<file path="config.mk">
export PLATFORM = sky130hd
export DESIGN_NAME = dsp_cfg_mgmt_arbiter_flat
export DESIGN_NICKNAME = d
export VERILOG_FILES = /design/src/rtl/dsp_cfg_mgmt_pkg.sv /design/src/rtl/dsp_cfg_mgmt_arbiter_if.sv /design/src/rtl/dsp_cfg_mgmt_arbiter_rr.sv /design/src/rtl/dsp_cfg_mgmt_arbiter.sv /design/src/flat_wrapper.sv
export SDC_FILE = /design/constraint.sdc
export NUM_CORES = 1
export LEC_CHECK = 0
export ABC_CLOCK_PERIOD_IN_PS = 1500
export BUFFER_PORTS_ARGS = -buffer_cell sky130_fd_sc_hd__buf_4
export CAP_MARGIN = 20
export CORE_AREA = 2 2 108 110
export DETAILED_ROUTE_END_ITERATION = 10
export DIE_AREA = 0 0 110 112
export PLACE_DENSITY = 0.79
export REMOVE_ABC_BUFFERS = 1
export SLEW_MARGIN = 10
export SYNTH_ARGS = -nofsm -noshare
export SYNTH_HDL_FRONTEND = slang
export SYNTH_SLANG_ARGS = --single-unit
</file>
<file path="constraint.sdc">
create_clock -name dsp_user_clk -period 1.5 [get_ports dsp_user_clk]
set_input_delay 0.075 -clock dsp_user_clk [delete_from_list [all_inputs] [get_ports dsp_user_clk]]
set_output_delay 0.075 -clock dsp_user_clk [all_outputs]
set_load 0.05 [all_outputs]
</file>
<file path="src/rtl/dsp_cfg_mgmt_pkg.sv">
// Shared types and widths for the DSP cfg_mgmt arbiter: FSM state, latched request
// record and a helper that slices one requester out of the flattened request bus.
package dsp_cfg_mgmt_pkg;
   localparam int NUM_REQ = 2;
   localparam int ADDR_W  = 10;
   localparam int FN_W    = 16;
   localparam int DATA_W  = 32;
   localparam int BE_W    = 4;

   typedef enum logic [1:0] {
      S_IDLE,
      S_ACCESS,
      S_RESP
   } state_t;

   typedef struct packed {
      logic              write;
      logic [ADDR_W-1:0] addr;
      logic [FN_W-1:0]   function_number;
      logic [DATA_W-1:0] write_data;
      logic [BE_W-1:0]   byte_enable;
   } req_t;

   function automatic req_t pick_req(
      input logic [NUM_REQ-1:0]        write,
      input logic [NUM_REQ*ADDR_W-1:0] addr,
      input logic [NUM_REQ*FN_W-1:0]   function_number,
      input logic [NUM_REQ*DATA_W-1:0] write_data,
      input logic [NUM_REQ*BE_W-1:0]   byte_enable,
      input logic                      idx
   );
      req_t r;
      int unsigned n;
      n                 = int'(idx);
      r.write           = write[n];
      r.addr            = addr[n*ADDR_W +: ADDR_W];
      r.function_number = function_number[n*FN_W +: FN_W];
      r.write_data      = write_data[n*DATA_W +: DATA_W];
      r.byte_enable     = byte_enable[n*BE_W +: BE_W];
      return r;
   endfunction
endpackage

</file>
<file path="src/rtl/dsp_cfg_mgmt_arbiter_if.sv">
// Requester-side bundle of the cfg_mgmt arbiter: request handshake plus completion.
// master = requesters, slave = arbiter.
interface dsp_cfg_mgmt_arbiter_if;
   import dsp_cfg_mgmt_pkg::*;

   logic [NUM_REQ-1:0]        req_valid;
   logic [NUM_REQ-1:0]        req_ready;
   logic [NUM_REQ-1:0]        req_write;
   logic [NUM_REQ*ADDR_W-1:0] req_addr;
   logic [NUM_REQ*FN_W-1:0]   req_function_number;
   logic [NUM_REQ*DATA_W-1:0] req_write_data;
   logic [NUM_REQ*BE_W-1:0]   req_byte_enable;
   logic                      rsp_valid;
   logic                      rsp_id;
   logic [DATA_W-1:0]         rsp_read_data;
   logic                      rsp_error;

   modport master (
      output req_valid, req_write, req_addr, req_function_number, req_write_data, req_byte_enable,
      input  req_ready, rsp_valid, rsp_id, rsp_read_data, rsp_error
   );

   modport slave (
      input  req_valid, req_write, req_addr, req_function_number, req_write_data, req_byte_enable,
      output req_ready, rsp_valid, rsp_id, rsp_read_data, rsp_error
   );
endinterface

</file>
<file path="src/rtl/dsp_cfg_mgmt_arbiter_rr.sv">
// Two-way round-robin grant with last-grant pointer; the pointer resets to 1 so
// requester 0 wins the first contested grant.
module rr_arbiter_2 (
   input  logic       dsp_user_clk,
   input  logic       sys_reset_n,
   input  logic       en,
   input  logic [1:0] valid,
   output logic [1:0] grant,
   output logic       grant_id
);
   logic last;

   always_comb begin
      grant_id = valid[1];
      if (valid == 2'b11) grant_id = ~last;
      grant = 2'b00;
      if (en && (valid != 2'b00)) grant = grant_id ? 2'b10 : 2'b01;
   end

   always_ff @(posedge dsp_user_clk or negedge sys_reset_n) begin
      if (!sys_reset_n) last <= 1'b1;
      else if (en && (valid != 2'b00)) last <= grant_id;
   end
endmodule

</file>
<file path="src/rtl/dsp_cfg_mgmt_arbiter.sv">
// Arbitrates two requesters onto the DSP cfg_mgmt port and returns one completion per access.
// Optional access timeout: define CFG_MGMT_TIMEOUT_EN.
//
// state    | meaning
// S_IDLE   | waiting for a request; grant and latch fields on any req_valid
// S_ACCESS | strobe held with latched fields until done (or timeout)
// S_RESP   | one-cycle rsp_valid pulse, then back to S_IDLE
module dsp_cfg_mgmt_arbiter
   import dsp_cfg_mgmt_pkg::*;
#(
   parameter int TIMEOUT_CYCLES = 1024
) (
   input  logic                 dsp_user_clk,
   input  logic                 sys_reset_n,
   dsp_cfg_mgmt_arbiter_if.slave req_if,
   output logic                 dsp_cfg_mgmt_write,
   output logic                 dsp_cfg_mgmt_read,
   output logic [ADDR_W-1:0]    dsp_cfg_mgmt_addr,
   output logic [FN_W-1:0]      dsp_cfg_mgmt_function_number,
   output logic [DATA_W-1:0]    dsp_cfg_mgmt_write_data,
   output logic [BE_W-1:0]      dsp_cfg_mgmt_byte_enable,
   input  logic [DATA_W-1:0]    dsp_cfg_mgmt_read_data,
   input  logic                 dsp_cfg_mgmt_read_write_done
);
   if (TIMEOUT_CYCLES < 2 || TIMEOUT_CYCLES > 65535) begin : g_bad_timeout
      $error("TIMEOUT_CYCLES must be within 2..65535");
   end

   state_t            state, state_nxt;
   req_t              req_q;
   logic              rsp_id_q;
   logic [DATA_W-1:0] rsp_data_q;
   logic [1:0]        grant;
   logic              grant_id;
   logic              idle, access, resp, done, expire;

   assign idle   = (state == S_IDLE);
   assign access = (state == S_ACCESS);
   assign resp   = (state == S_RESP);
   assign done   = access && dsp_cfg_mgmt_read_write_done;

   rr_arbiter_2 u_arb (
      .dsp_user_clk (dsp_user_clk),
      .sys_reset_n  (sys_reset_n),
      .en           (idle),
      .valid        (req_if.req_valid),
      .grant        (grant),
      .grant_id     (grant_id)
   );

`ifdef CFG_MGMT_TIMEOUT_EN
   logic [15:0] tmo_cnt;
   logic        rsp_err_q;

   assign expire = access && (tmo_cnt == 16'(TIMEOUT_CYCLES - 1));

   always_ff @(posedge dsp_user_clk or negedge sys_reset_n) begin
      if (!sys_reset_n) begin
         tmo_cnt   <= '0;
         rsp_err_q <= 1'b0;
      end else begin
         if (access) tmo_cnt <= tmo_cnt + 16'd1;
         else        tmo_cnt <= '0;
         // done in the expiry cycle wins over the timeout
         if (done)        rsp_err_q <= 1'b0;
         else if (expire) rsp_err_q <= 1'b1;
      end
   end

   assign req_if.rsp_error = resp && rsp_err_q;
`else
   assign expire           = 1'b0;
   assign req_if.rsp_error = 1'b0;
`endif

   always_ff @(posedge dsp_user_clk or negedge sys_reset_n) begin
      if (!sys_reset_n) state <= S_IDLE;
      else              state <= state_nxt;
   end

   always_comb begin
      state_nxt = state;
      unique case (state)
         S_IDLE:   if (grant != 2'b00) state_nxt = S_ACCESS;
         S_ACCESS: if (done || expire) state_nxt = S_RESP;
         S_RESP:   state_nxt = S_IDLE;
         default:  state_nxt = S_IDLE;
      endcase
   end

   always_ff @(posedge dsp_user_clk or negedge sys_reset_n) begin
      if (!sys_reset_n) begin
         req_q      <= '0;
         rsp_id_q   <= 1'b0;
         rsp_data_q <= '0;
      end else begin
         if (grant != 2'b00) begin
            req_q    <= pick_req(req_if.req_write, req_if.req_addr, req_if.req_function_number,
                                 req_if.req_write_data, req_if.req_byte_enable, grant_id);
            rsp_id_q <= grant_id;
         end
         if (done)        rsp_data_q <= req_q.write ? '0 : dsp_cfg_mgmt_read_data;
         else if (expire) rsp_data_q <= '0;
      end
   end

   assign req_if.req_ready = grant;

   assign dsp_cfg_mgmt_write           = access &&  req_q.write;
   assign dsp_cfg_mgmt_read            = access && !req_q.write;
   assign dsp_cfg_mgmt_addr            = access ? req_q.addr            : '0;
   assign dsp_cfg_mgmt_function_number = access ? req_q.function_number : '0;
   assign dsp_cfg_mgmt_write_data      = access ? req_q.write_data      : '0;
   assign dsp_cfg_mgmt_byte_enable     = access ? req_q.byte_enable     : '0;

   assign req_if.rsp_valid     = resp;
   assign req_if.rsp_id        = resp && rsp_id_q;
   assign req_if.rsp_read_data = resp ? rsp_data_q : '0;
endmodule
</file>
<file path="src/flat_wrapper.sv">
// flat-port wrapper written by rule: the top's interface ports become plain ports
module dsp_cfg_mgmt_arbiter_flat import dsp_cfg_mgmt_pkg::*;
#(
   parameter int TIMEOUT_CYCLES = 1024
)
  (dsp_user_clk, sys_reset_n, dsp_cfg_mgmt_write, dsp_cfg_mgmt_read, dsp_cfg_mgmt_addr, dsp_cfg_mgmt_function_number, dsp_cfg_mgmt_write_data, dsp_cfg_mgmt_byte_enable, dsp_cfg_mgmt_read_data, dsp_cfg_mgmt_read_write_done, req_if_req_valid, req_if_req_write, req_if_req_addr, req_if_req_function_number, req_if_req_write_data, req_if_req_byte_enable, req_if_req_ready, req_if_rsp_valid, req_if_rsp_id, req_if_rsp_read_data, req_if_rsp_error);
  dsp_cfg_mgmt_arbiter_if req_if_i ();
  input  logic dsp_user_clk;
  input  logic sys_reset_n;
  output logic dsp_cfg_mgmt_write;
  output logic dsp_cfg_mgmt_read;
  output logic [ADDR_W-1:0] dsp_cfg_mgmt_addr;
  output logic [FN_W-1:0] dsp_cfg_mgmt_function_number;
  output logic [DATA_W-1:0] dsp_cfg_mgmt_write_data;
  output logic [BE_W-1:0] dsp_cfg_mgmt_byte_enable;
  input  logic [DATA_W-1:0] dsp_cfg_mgmt_read_data;
  input  logic dsp_cfg_mgmt_read_write_done;
  input wire logic [$bits(req_if_i.req_valid)-1:0] req_if_req_valid;
  input wire logic [$bits(req_if_i.req_write)-1:0] req_if_req_write;
  input wire logic [$bits(req_if_i.req_addr)-1:0] req_if_req_addr;
  input wire logic [$bits(req_if_i.req_function_number)-1:0] req_if_req_function_number;
  input wire logic [$bits(req_if_i.req_write_data)-1:0] req_if_req_write_data;
  input wire logic [$bits(req_if_i.req_byte_enable)-1:0] req_if_req_byte_enable;
  output wire logic [$bits(req_if_i.req_ready)-1:0] req_if_req_ready;
  output wire logic [$bits(req_if_i.rsp_valid)-1:0] req_if_rsp_valid;
  output wire logic [$bits(req_if_i.rsp_id)-1:0] req_if_rsp_id;
  output wire logic [$bits(req_if_i.rsp_read_data)-1:0] req_if_rsp_read_data;
  output wire logic [$bits(req_if_i.rsp_error)-1:0] req_if_rsp_error;
  assign req_if_i.req_valid = req_if_req_valid;
  assign req_if_i.req_write = req_if_req_write;
  assign req_if_i.req_addr = req_if_req_addr;
  assign req_if_i.req_function_number = req_if_req_function_number;
  assign req_if_i.req_write_data = req_if_req_write_data;
  assign req_if_i.req_byte_enable = req_if_req_byte_enable;
  assign req_if_req_ready = req_if_i.req_ready;
  assign req_if_rsp_valid = req_if_i.rsp_valid;
  assign req_if_rsp_id = req_if_i.rsp_id;
  assign req_if_rsp_read_data = req_if_i.rsp_read_data;
  assign req_if_rsp_error = req_if_i.rsp_error;
  dsp_cfg_mgmt_arbiter #(.TIMEOUT_CYCLES(TIMEOUT_CYCLES)) u_core (.dsp_user_clk(dsp_user_clk), .sys_reset_n(sys_reset_n), .req_if(req_if_i), .dsp_cfg_mgmt_write(dsp_cfg_mgmt_write), .dsp_cfg_mgmt_read(dsp_cfg_mgmt_read), .dsp_cfg_mgmt_addr(dsp_cfg_mgmt_addr), .dsp_cfg_mgmt_function_number(dsp_cfg_mgmt_function_number), .dsp_cfg_mgmt_write_data(dsp_cfg_mgmt_write_data), .dsp_cfg_mgmt_byte_enable(dsp_cfg_mgmt_byte_enable), .dsp_cfg_mgmt_read_data(dsp_cfg_mgmt_read_data), .dsp_cfg_mgmt_read_write_done(dsp_cfg_mgmt_read_write_done));
endmodule
</file>
### Word-level counts from Yosys, hierarchy flattened

Cells that the tools add are included.

* reductions and logical operators: 10
* shift operators: 4
* muxes and demuxes: 14
* eq/ne operators: 5
* bitwise operators: 1
* $lt $le $gt $ge: 1
* $mul: 1

Operators by type and width (count)
* $mux W32: 3
* $shiftx A64 B7 Y32: 1
* $shiftx A32 B6 Y16: 1
* $shiftx A20 B6 Y10: 1
* $mux W16: 1
* $mux W10: 1
* $mux W2: 4
* $shiftx A8 B4 Y4: 1
* $logic_and A1 B1 Y1: 5
* $eq A2 B2 Y1 const B: 2
* $mul A1 B3 Y4 const B: 1
* $mux W4: 1
* $pmux W2 S2: 1
* $reduce_bool A2 Y1: 2
* $mux W1: 3
* $eq A2 B1 Y1 const B: 1
* $logic_not A2 Y1: 1
* $lt A1 B2 Y1 const B: 1
* $ne A2 B1 Y1 const B: 1
* $ne A2 B2 Y1 const B: 1
* $reduce_and A2 Y1: 1
* $logic_not A1 Y1: 1
* $not A1 Y1: 1

* input bits: 163
* logic and storage cells: 45
* register bits: 99

### Depth between registers and ports, before layout

* word-level depth: 7
* mapped depth: 5
* depth with buffers taken out: 3

### By module

From an unflattened synthesis, not the netlist that was laid out.

* cell total of the unflattened synthesis: 510
* area, all modules: 5405.2 um2

Modules (own cells, without submodules)
* dsp_cfg_mgmt_arbiter: area each 5338.9 um2, cells an instance 503, sequential area each 2452.4 um2, instances 1
* rr_arbiter_2: area each 66.3 um2, cells an instance 7, sequential area each 26.3 um2, instances 1

### Worst setup path after synthesis

Ideal clock, no wire load.

* kind: flip-flop to output port
* start: register u_core.state[0]
* end: output port req_if_rsp_read_data[22]
* stages on the path, launching flop included: 4
* arrival time: 1767 ps
* setup slack: -342 ps
* path through: dfrtp_1 and2b_1 clkbuf_1 and2_1

* longest elaborated chain between the ends: 2

Ends and longest elaborated chain
* from (decl): line dsp_cfg_mgmt_arbiter.sv:29 `state_t state, state_nxt;`
* from (signal assigned): line dsp_cfg_mgmt_arbiter.sv:78 `else state <= state_nxt;`
* $eq A2 B2 Y1: line dsp_cfg_mgmt_arbiter.sv:39 `assign resp = (state == S_RESP);`
* net req_if_rsp_valid: line flat_wrapper.sv:25 `output wire logic [$bits(req_if_i.rsp_valid)-1:0] req_if_rsp_valid;`
* $mux W32: line dsp_cfg_mgmt_arbiter.sv:118 `assign req_if.rsp_read_data = resp ? rsp_data_q : '0;`
* to (decl): line flat_wrapper.sv:27 `output wire logic [$bits(req_if_i.rsp_read_data)-1:0] req_if_rsp_read_data;`

The timed path passes the listed nets, and every way through them passes these cells.

### Final worst setup path

* start: register u_core.state[0]
* end: output port req_if_rsp_read_data[15]

* longest elaborated chain between the ends: 2

Ends and longest elaborated chain (line)
* $eq A2 B2 Y1: dsp_cfg_mgmt_arbiter.sv:39
* $mux W32: dsp_cfg_mgmt_arbiter.sv:118

Every way passes these cells.

==> results.toml <==
[synth]
ys_types = 23
syn_area_um2 = 4941
synth_top_area_frac = 0.4963
seq_area_frac_synth = 0.5016
yosysWarnings = 0
yosys-top-cells-area = "dfrtp_1 (50%), a221o_1 (13%), and2_1 (12%), and3_1 (8.0%), nand2b_1 (4.3%)"
synthCells = 481
yosysTopAreaCell = "dfrtp_1"
synth.avg_cell_area_um2 = 10.27
synth_seq_cells = 99

[detailed_routing]
first_iter_violations = 488
drtPass1Iterations = 6
drt-wirelength-per-cell_um = 20.31
wirelength_um = 19380
via_count = 5256
drcViolationCount = 0
ant_nets = 0
vias_per_cell = 5.509

[pwr]
vdd_drop_max_uv = 1317
total_power_uw = 17430
p_leak_uw = 0.004390
power.density_nw_per_um2 = 1975

[floorplanning]
io_pins = 264
start_util = 0.4422
rows = 39
core-area_um2 = 11170
dieArea_um2 = 12320
die_h_um = 112
die_x_um = 110

[timing]
fin_crit_sh = 1.100
final_max_slew_viol_count = 0
skew_ns = 0.005685
setup_viol = 101
hold_violations = 0
timing.fmax_mhz = 605.8
worst_slack_ns = -0.1506
rsz0062_at_grt = "true"
period_minus_slack_ns = 1.651

[flow_run]
cap_violations = 0

[critical_path]
crit_type = "reg2out"
cp_max_fo = 17
start_kind = "flop"
arrival_ns = 1.58
worst_setup_path_end_kind = "output pin"
required_ns = 1.42

[global_routing]
first_global_vias = 5051
grt_remaining_overflow = 0
grt_pass1_wl_um = 26650
antenna_found_initial = 0
grt_max_degree = 66
grt_usage = 0.2832

[cells_and_area]
fin_nets = 970
final_cell_area_um2 = 8825
drive_above_1_share = 0.4229
syn_to_final_growth_pct = 78.60
layout_commonest_cell = "buf_4"
fillerInstances = 679
num_antenna_cells = 0
final_cell_mix = "buf_4 (187), and2_1 (96), dfrtp_1 (96)"
fin_util = 0.7897

[clock_tree]
path_clk_slew_ns = 0.06
insertion_delay_ns = 0.33
cts-root-buf = "clkbuf_16"
clockBufferDepth = 2
clock_sinks = 99
htree_levels = 3
tritoncts = "done"
cts_buffers = 9

[place]
dpl-instance-area_um2 = 7099
dpl_worst_slack_ns = 0.03097
post-dp-hpwl_um = 10690
gp_congestion = 0.7726
portBuffers = 262

[run_status]
status = "complete, but fails checks"
violations = "setup timing"

[hold_path]
hold_path_class = "in2reg"
timing repair:
item,CTS,global route
hold endpoints to repair,93,0
endpoints found under the setup margin,99,163
setup buffers,2,6
resized for setup,88,40
cloned,1,9
pin swaps,1,29
hold buffers,67,0
metal layers:
metal  track usage  wire, µm  vias up
met2        0.4753      9735      314
met3       0.06909      1712       50
met1        0.3457      7340     2543
met4        0.1139       591        0
met5             0         0        -
li1              -         -     2349
sequential cells by signal (all words and copies together), names as in the netlist:
| signal | count |
|---|---|
| u_core.req_q | 63 |
| u_core.rsp_data_q | 32 |
| u_core.rsp_id_q | 1 |
| u_core.state | 2 |
| u_core.u_arb.last | 1 |
cells in the mapped netlist (all sizes together):
cell and instances:
a21boi 1, a21o 2, a221o 63, and2 97
and2b 1, and3 64, buf 15, clkbuf 33
conb 1, dfrtp 98, dfstp 1, inv 1
nand2 32, nand2b 34, nand3b 1, nor2 2
nor2b 1, o21ai 34
worst max-delay path: stages, from the launching register on:
cell and delay [ns]:
dfrtp_2 0.43, and2b_2 0.31, buf_12 0.16, and2_1 0.17
buf_6 0.17
metrics by stage:
step	TNS (ns)	instances	hold WS [ns]
after detailed placement	0	854	0.05160
after global routing	-14.67	954	0.01739
after global placement	0	854	0.04575
final	-9.623	954	0.01589
after CTS	-9.198	939	0.005693
after floorplan	-155.96	433	-0.2206
cell families after synthesis:
family,Yosys count,synth area share
AO/OA/AOI/OAI,100,0.1681
AND/OR/NAND/NOR,232,0.2786
other,1,0.0007590
buffers and inverters,49,0.05090
flip-flops,99,0.5016
where the power goes:
part	switching, µW	internal (µW)
combinational	5950	4380
clock	920	1370
sequential	815	3990
final cells by class:
class,instances,area (µm²),area share
tap,143,178.9,0.02028
clock buffer,13,260.3,0.02949
sequential,99,2481,0.2812
multi-input combinational,333,2362,0.2677
clock inverter,2,35.03,0.003970
timing repair buffer,363,3503,0.3970
inverter,1,3.754,0.0004254
final timing paths:
kind,from,endpoint,slack (ns),cells after the start
worst max-delay path,u_core.state[0]$_DFFE_PN0P_,req_if_rsp_read_data[15],-0.15,4
worst min-delay path,dsp_cfg_mgmt_read_data[9],u_core.rsp_data_q[9]$_DFFE_PN0P_,0.02,3
worst max register to register,u_core.u_arb.last$_DFFE_PN1N_,u_core.req_q[40]$_DFFE_PN0P_,-0.01,5
worst min register to register,u_core.rsp_data_q[12]$_DFFE_PN0P_,u_core.rsp_data_q[12]$_DFFE_PN0P_,0.48,2
max in group asynchronous,sys_reset_n,u_core.req_q[14]$_DFFE_PN0P_,0.62,3
min in group asynchronous,sys_reset_n,u_core.rsp_data_q[27]$_DFFE_PN0P_,0.23,2
No activity file was read; power rests on OpenSTA's default activity.
